[src/rtl/seq_gen_1001.sv]
// ============================================================================
//  Module   : seq_gen_1001
//  Purpose  : Serial pattern transmitter, MSB-first, with repeat count and
//             inter-frame gap. Define SEQ_GEN_PARITY_EN to append an even
//             parity bit after each frame.
//  Revision : 1.0  initial release
// ============================================================================
`default_nettype none

module seq_gen_1001 #(
   parameter int PAT_W = 4,
   parameter int CNT_W = 4,
   parameter int GAP_W = 4
) (
   input  logic             clk,
   input  logic             rst_n,
   input  logic             start,
   input  logic [PAT_W-1:0] pattern,
   input  logic [CNT_W-1:0] reps,
   input  logic [GAP_W-1:0] gap,
   output logic             op,
   output logic             op_valid,
   output logic             busy,
   output logic             done
);

`ifdef SEQ_GEN_PARITY_EN
   localparam int C_FRAME = PAT_W + 1;
`else
   localparam int C_FRAME = PAT_W;
`endif
   localparam int C_IDX_W = $clog2(C_FRAME) + 1;
   localparam logic [C_IDX_W-1:0] C_LAST = C_IDX_W'(C_FRAME - 1);

   typedef enum logic [1:0] {
      IDLE  = 2'd0,
      SHIFT = 2'd1,
      GAP   = 2'd2,
      DONE  = 2'd3
   } state_t;

   state_t             r_state;
   logic [PAT_W-1:0]   r_pat;
   logic [PAT_W-1:0]   r_shift;
   logic [CNT_W-1:0]   r_reps;
   logic [GAP_W-1:0]   r_gap;
   logic [GAP_W-1:0]   r_gap_cnt;
   logic [C_IDX_W-1:0] r_bit_cnt;
`ifdef SEQ_GEN_PARITY_EN
   localparam logic [C_IDX_W-1:0] C_PAT_LAST = C_IDX_W'(PAT_W - 1);
   logic               r_par;
`endif

   // Outputs always describe the current cycle; every branch sets them for the next one.
   always_ff @(posedge clk) begin
      if (!rst_n) begin
         r_state   <= IDLE;
         r_pat     <= '0;
         r_shift   <= '0;
         r_reps    <= '0;
         r_gap     <= '0;
         r_gap_cnt <= '0;
         r_bit_cnt <= '0;
`ifdef SEQ_GEN_PARITY_EN
         r_par     <= 1'b0;
`endif
         op        <= 1'b0;
         op_valid  <= 1'b0;
         busy      <= 1'b0;
         done      <= 1'b0;
      end else begin
         done <= 1'b0;
         case (r_state)
            IDLE, DONE: begin
               if (start) begin
                  r_pat     <= pattern;
                  r_reps    <= (reps == '0) ? CNT_W'(1) : reps;
                  r_gap     <= gap;
`ifdef SEQ_GEN_PARITY_EN
                  r_par     <= ^pattern;
`endif
                  r_shift   <= {pattern[PAT_W-2:0], 1'b0};
                  r_bit_cnt <= '0;
                  op        <= pattern[PAT_W-1];
                  op_valid  <= 1'b1;
                  busy      <= 1'b1;
                  r_state   <= SHIFT;
               end else begin
                  op       <= 1'b0;
                  op_valid <= 1'b0;
                  busy     <= 1'b0;
                  r_state  <= IDLE;
               end
            end
            SHIFT: begin
               if (r_bit_cnt != C_LAST) begin
                  r_bit_cnt <= r_bit_cnt + C_IDX_W'(1);
                  r_shift   <= {r_shift[PAT_W-2:0], 1'b0};
`ifdef SEQ_GEN_PARITY_EN
                  op        <= (r_bit_cnt == C_PAT_LAST) ? r_par : r_shift[PAT_W-1];
`else
                  op        <= r_shift[PAT_W-1];
`endif
               end else if (r_reps > CNT_W'(1)) begin
                  r_reps <= r_reps - CNT_W'(1);
                  if (r_gap == '0) begin
                     r_bit_cnt <= '0;
                     r_shift   <= {r_pat[PAT_W-2:0], 1'b0};
                     op        <= r_pat[PAT_W-1];
                  end else begin
                     r_gap_cnt <= r_gap;
                     op        <= 1'b0;
                     op_valid  <= 1'b0;
                     r_state   <= GAP;
                  end
               end else begin
                  op       <= 1'b0;
                  op_valid <= 1'b0;
                  busy     <= 1'b0;
                  done     <= 1'b1;
                  r_state  <= DONE;
               end
            end
            GAP: begin
               // r_gap_cnt counts the gap cycles still to be shown, including this one.
               if (r_gap_cnt == GAP_W'(1)) begin
                  r_bit_cnt <= '0;
                  r_shift   <= {r_pat[PAT_W-2:0], 1'b0};
                  op        <= r_pat[PAT_W-1];
                  op_valid  <= 1'b1;
                  r_state   <= SHIFT;
               end else begin
                  r_gap_cnt <= r_gap_cnt - GAP_W'(1);
               end
            end
            default: begin
               op       <= 1'b0;
               op_valid <= 1'b0;
               busy     <= 1'b0;
               r_state  <= IDLE;
            end
         endcase
      end
   end

endmodule

`default_nettype wire

[config.mk]
export PLATFORM = sky130hd
export DESIGN_NAME = seq_gen_1001
export DESIGN_NICKNAME = d
export VERILOG_FILES = /design/src/rtl/seq_gen_1001.sv
export SDC_FILE = /design/constraint.sdc
export NUM_CORES = 1
export LEC_CHECK = 0
export ABC_CLOCK_PERIOD_IN_PS = 2700
export CORE_UTILIZATION = 55
export DETAILED_ROUTE_END_ITERATION = 6
export HOLD_SLACK_MARGIN = 0.08
export PLACE_DENSITY = 0.79
export RECOVER_POWER = 100
export SETUP_SLACK_MARGIN = 0.1
export SLEW_MARGIN = 20
export SYNTH_ARGS = -nofsm -noshare
export SYNTH_HDL_FRONTEND = slang
export SYNTH_SLANG_ARGS = --single-unit
export TNS_END_PERCENT = 100
[constraint.sdc]
create_clock -name clk -period 2.7 [get_ports clk]
set_clock_uncertainty 0.15 [all_clocks]
set_input_delay 0.27 -clock clk [delete_from_list [all_inputs] [get_ports clk]]
set_output_delay 0.27 -clock clk [all_outputs]
set_load 0.01 [all_outputs]
Word level (Yosys, flattened, before mapping)
Cells that the tools add are included.
{ "op_classes": {"add_sub_neg": 3, "order_cmp": 1, "n_eq_ne": 15, "mux": 44, "bitwise_logic": 2, "reduce_logical": 13} }
{ "op_table": {"columns": ["operator", "n"], "rows": [
  ["$mux W4", 13],
  ["$pmux W4 S2", 2],
  ["$mux W3", 5],
  ["$mux W1", 14],
  ["$ne A2 B2 Y1 const B", 7],
  ["$pmux W4 S3", 1],
  ["$ne A3 B3 Y1 const B", 3],
  ["$pmux W3 S3", 1],
  ["$logic_not A4 Y1", 2],
  ["$mux W2", 4],
  ["$reduce_and A4 Y1", 2],
  ["$sub A4 B1 Y4 const B", 2],
  ["$pmux W1 S3", 2],
  ["$pmux W2 S3", 1],
  ["$reduce_and A3 Y1", 2],
  ["$reduce_and A5 Y1", 1],
  ["$eq A2 B2 Y1 const B", 2],
  ["$eq A4 B1 Y1 const B", 1],
  ["$gt A4 B1 Y1 const B", 1],
  ["$reduce_bool A2 Y1", 2],
  ["$add A3 B1 Y3 const B", 1],
  ["$ne A3 B2 Y1 const B", 1],
  ["$reduce_or A3 Y1", 1],
  ["$eq A2 B1 Y1 const B", 1],
  ["5 further kinds", 6]
]} }
{ "totals": {"register_bits": 29, "in_bits": 15} }

Logic depth before layout (Yosys ltp)
{ "depth": {"word_depth": 5, "mapped_depth": 8, "mapped_depth_nobuf": 6} }

Worst setup path before layout
OpenSTA, ideal clock, no wires.
{ "synth_timing": {"path_kind": "reg-to-reg", "from": "reg r_gap_cnt[0]", "to": "reg r_state[1]", "arrival_time_ps": 1587, "slack_ps": 877, "stages_incl_launch_ff": 6, "cell_sequence": "dfxtp_1 ha_1 or3b_1 and2_4 or3_1 a221oi_2"} }
{ "synth_via": {"elab_chain_len": 3} }
{ "synth_rtl": {"columns": ["element", "line_no", "source"], "rows": [
  ["start, declared", "47", "logic [GAP_W-1:0] r_gap_cnt;"],
  ["start signal, assigned", "111", "r_gap_cnt <= r_gap;"],
  ["start signal, assigned", "133", "r_gap_cnt <= r_gap_cnt - GAP_W'(1);"],
  ["$eq A4 B1 Y1", "126", "if (r_gap_cnt == GAP_W'(1)) begin"],
  ["$ne A2 B2 Y1 (no line)", null, null],
  ["$reduce_and A3 Y1 (no line)", null, null],
  ["end signal, assigned", "121", "r_state <= DONE;"],
  ["end signal, assigned", "131", "r_state <= SHIFT;"],
  ["end signal, assigned", "140", "r_state <= IDLE;"],
  ["end, declared", "42", "state_t r_state;"]
]} }
Every way passes these cells.
A chain may end at the register's enable or synchronous reset.

Worst setup path in the final report
{ "layout_timing": {"from": "reg r_state[0]", "to": "reg r_reps[3]"} }
{ "layout_via": {"elab_chain_len": 4, "word_cells_on_any_way": 10, "classes_between": "eq/ne (5); mux (1); reduce/logical (4)"} }
{ "layout_rtl": {"columns": ["element", "line_no", "source"], "rows": [
  ["start signal, assigned", "57", "r_state <= IDLE;"],
  ["start signal, assigned", "87", "r_state <= SHIFT;"],
  ["start signal, assigned", "92", "r_state <= IDLE;"],
  ["$eq A2 B2 Y1 / $logic_not A2 Y1 (equally long branches)", "73", "case (r_state)"],
  ["$reduce_or A2 Y1", "73", null],
  ["$ne A2 B2 Y1 (no line) / $reduce_bool A2 Y1 (equally long branches)", null, null],
  ["$reduce_and A4 Y1 (no line)", null, null],
  ["end signal, assigned", "77", "r_reps <= (reps == '0) ? CNT_W'(1) : reps;"],
  ["end signal, assigned", "105", "r_reps <= r_reps - CNT_W'(1);"],
  ["end, declared", "45", "logic [CNT_W-1:0] r_reps;"]
]} }
Several ways; a longest one is shown, not always the timed one.

==> flow_summary.ini <==
[clocking]
cts_sinks = 28
insertion_delay_ns = 0.34
post_cts_buffers = 0
numCtsBuffers = 3
htreeDepth = 1
cts_tree = built
cts_root_buf = clkbuf_4
holdBufCountCts = 0
clk_pin_slew_worst_paths_ns = 0.14
cts-resized-gates = 0
clk_path_buf_depth = 2

[setup_path]
crit_chain = inv_1, ha_1, mux2i_1, a21oi_1, nand2_1, o32ai_1
slowest_stage = ha_1
cp.required_ns = 2.81
critPathArrivalTime_ns = 2.42
worstSetupPathType = register to register
path_max_fanout = 15
end_kind = register
start_kind = register
critPathMaxStageDelay_ns = 0.58

[synth]
synth_edf_count = 0
yosysSeqAreaShare_pct = 34.1
synth_fp_nets = 228
yosysWarnings = 0
ys_ff_latch = 28
synth-main-ff-cell = dfxtp_1
syn_area_per_cell_um2 = 7.97
synth_cells = 206
synth.distinct_cells = 48
syn_area_um2 = 1640
postSynth.asyncResetShare_pct = 0

[global_route]
antenna_found_initial = 0
grt_overflow = 0
grt_pass1_wl_mm = 6.91
first_global_vias = 1533
grt_max_degree = 25
grt_use_total_pct = 27.6

[pwr]
ir_worst_vdd_mv = 0.588
switching_power_mw = 0.572
swShare_pct = 41.0
pwr-share-comb_pct = 46.4
power_density_nw_per_um2 = 745
power.internal_mw = 0.823
seq_power_share_pct = 38.7
p_leak_nw = 0.714
p_clk_share_pct = 14.9

[drt]
num_vias = 1595
drtPass1Iterations = 4
drc_errors = 0
wl_mm = 4.12
via_per_inst = 6.35
postRouteAntennaNets = 0
wl_per_cell_um = 16.4
detail_route.iter0.violations = 131

[timing]
final_max_slew_viol_count = 0
rsz0062_at_grt = no
tns_ns = 0
fin_crit_sh_pct = 85.7
worst_slew_pin_slew_ns = 0.581
slew_headroom_pct = 61.2
fmax_ghz = 0.432
finalSetupViolations = 0
hold_viol = 0
final.min_clock_period_ns = 2.31

[floorplanning]
die_h_um = 56.6
core_um2 = 2780
row_count = 19
ioPinCount = 19
initial_utilization_pct = 59.0
die_area_um2 = 3210
fp.dieW_um = 56.6

[min_path]
hp-class = register to register

[final_layout]
layout_commonest_cell = nand2_1
final_nets = 243
fill_cells = 245
area_delta_synth_final_pct = 14.1
final_core_util_pct = 67.3
diodes = 0
layout-drive-gt1-share_pct = 8.18
final_cell_area_um2 = 1870
final_cell_mix = nand2_1 (35), dfxtp_1 (28), nand3_1 (16), a21oi_1 (16), clkdlybuf4s50_1 (14)

[flow_run]
max_cap_viol_count = 0

[placement]
portBuffers = 18
gp_congestion = 0.899
hpwlAfterDp_mm = 2.97
dpl_cell_area_um2 = 1850

[outcome]
status = completed
## registers in the layout, summed over array words and instances, names as in the netlist, 2 cells and up
name       cells
r_bit_cnt      3
r_gap          4
r_gap_cnt      4
r_pat          4
r_reps         4
r_shift        3
r_state        2
## final timing paths
path | startpoint | slack, ns | cells past startpoint | end
min | r_pat[1] | 0.31 | 2 | r_pat[1]
max | r_state[0] | 0.39 | 6 | r_reps[3]
min reg2reg | r_pat[1] | 0.31 | 2 | r_pat[1]
max reg2reg | r_state[0] | 0.39 | 6 | r_reps[3]
## synthesized netlist by cell type, drive strengths merged (4+ instances only)
master / n / area [um2]
clkbuf: 11 / 41.3
o21ai: 9 / 45.0
nand2: 35 / 131
inv: 8 / 30.0
a21oi: 17 / 96.4
o31ai: 4 / 30.0
mux2i: 9 / 90.1
nand2b: 4 / 25.0
nor2: 5 / 18.8
nand3: 16 / 80.1
o211ai: 4 / 30.0
ha: 7 / 87.6
dfxtp: 28 / 561
## power groups by stage
stage,Sequential (mW),Clock [mW],Combinational (mW)
global route,0.551,0.228,0.715
global placement,0.542,0,0.618
detailed placement,0.546,0,0.645
finish,0.540,0.208,0.647
CTS,0.538,0.215,0.650
floorplan,0.537,0,0.487
## critical path, delay by kind of cell (launching register included)
family                     cells  cell delay (ns)
and+or+nand+nor                1             0.15
AOI/OAI and AO/OA              2             0.77
buffers and inverters          1             0.06
adders and majority gates      1             0.58
muxes                          1             0.14
DFF                            1             0.39
## area by class of cell
type                       instances  area, um2  area share [%]
inverter                          10       37.5            2.00
timing repair buffer              23        214            11.4
multi-input combinational        155        986            52.6
tap                               31       38.8            2.07
sequential                        28        561            29.9
clock buffer                       4       36.3            1.94
## routing by layer
metal	track usage [%]	vias up	routed length [um]
met1	35.9	755	1820
met4	15.3	0	81
li1	-	778	-
met3	2.30	8	189
met2	44.9	54	2030
met5	0	-	0
## per-stage QoR
stage	hold slack (ns)	power (mW)	instances	setup WS, ns
finish	0.313	1.39	251	0.385
global route	0.328	1.49	251	0.127
CTS	0.313	1.40	251	0.417
detailed placement	0.295	1.19	247	0.439
global placement	0.292	1.16	247	0.568
floorplan	0.267	1.02	206	0.877
## kinds of logic (layout without fill, tap and decap cells)
kind of cell / count (synthesis) / after routing / synth area share (%)
AO/OA/AOI/OAI: 57 / 57 / 24.2
adder cells (fa/ha/maj): 7 / 7 / 5.34
buffers and inverters: 23 / 37 / 5.41
flip-flops: 28 / 28 / 34.1
multiplexers: 10 / 10 / 6.17
AND/OR/NAND/NOR: 81 / 81 / 24.7
(Power assumes the default switching activity.)
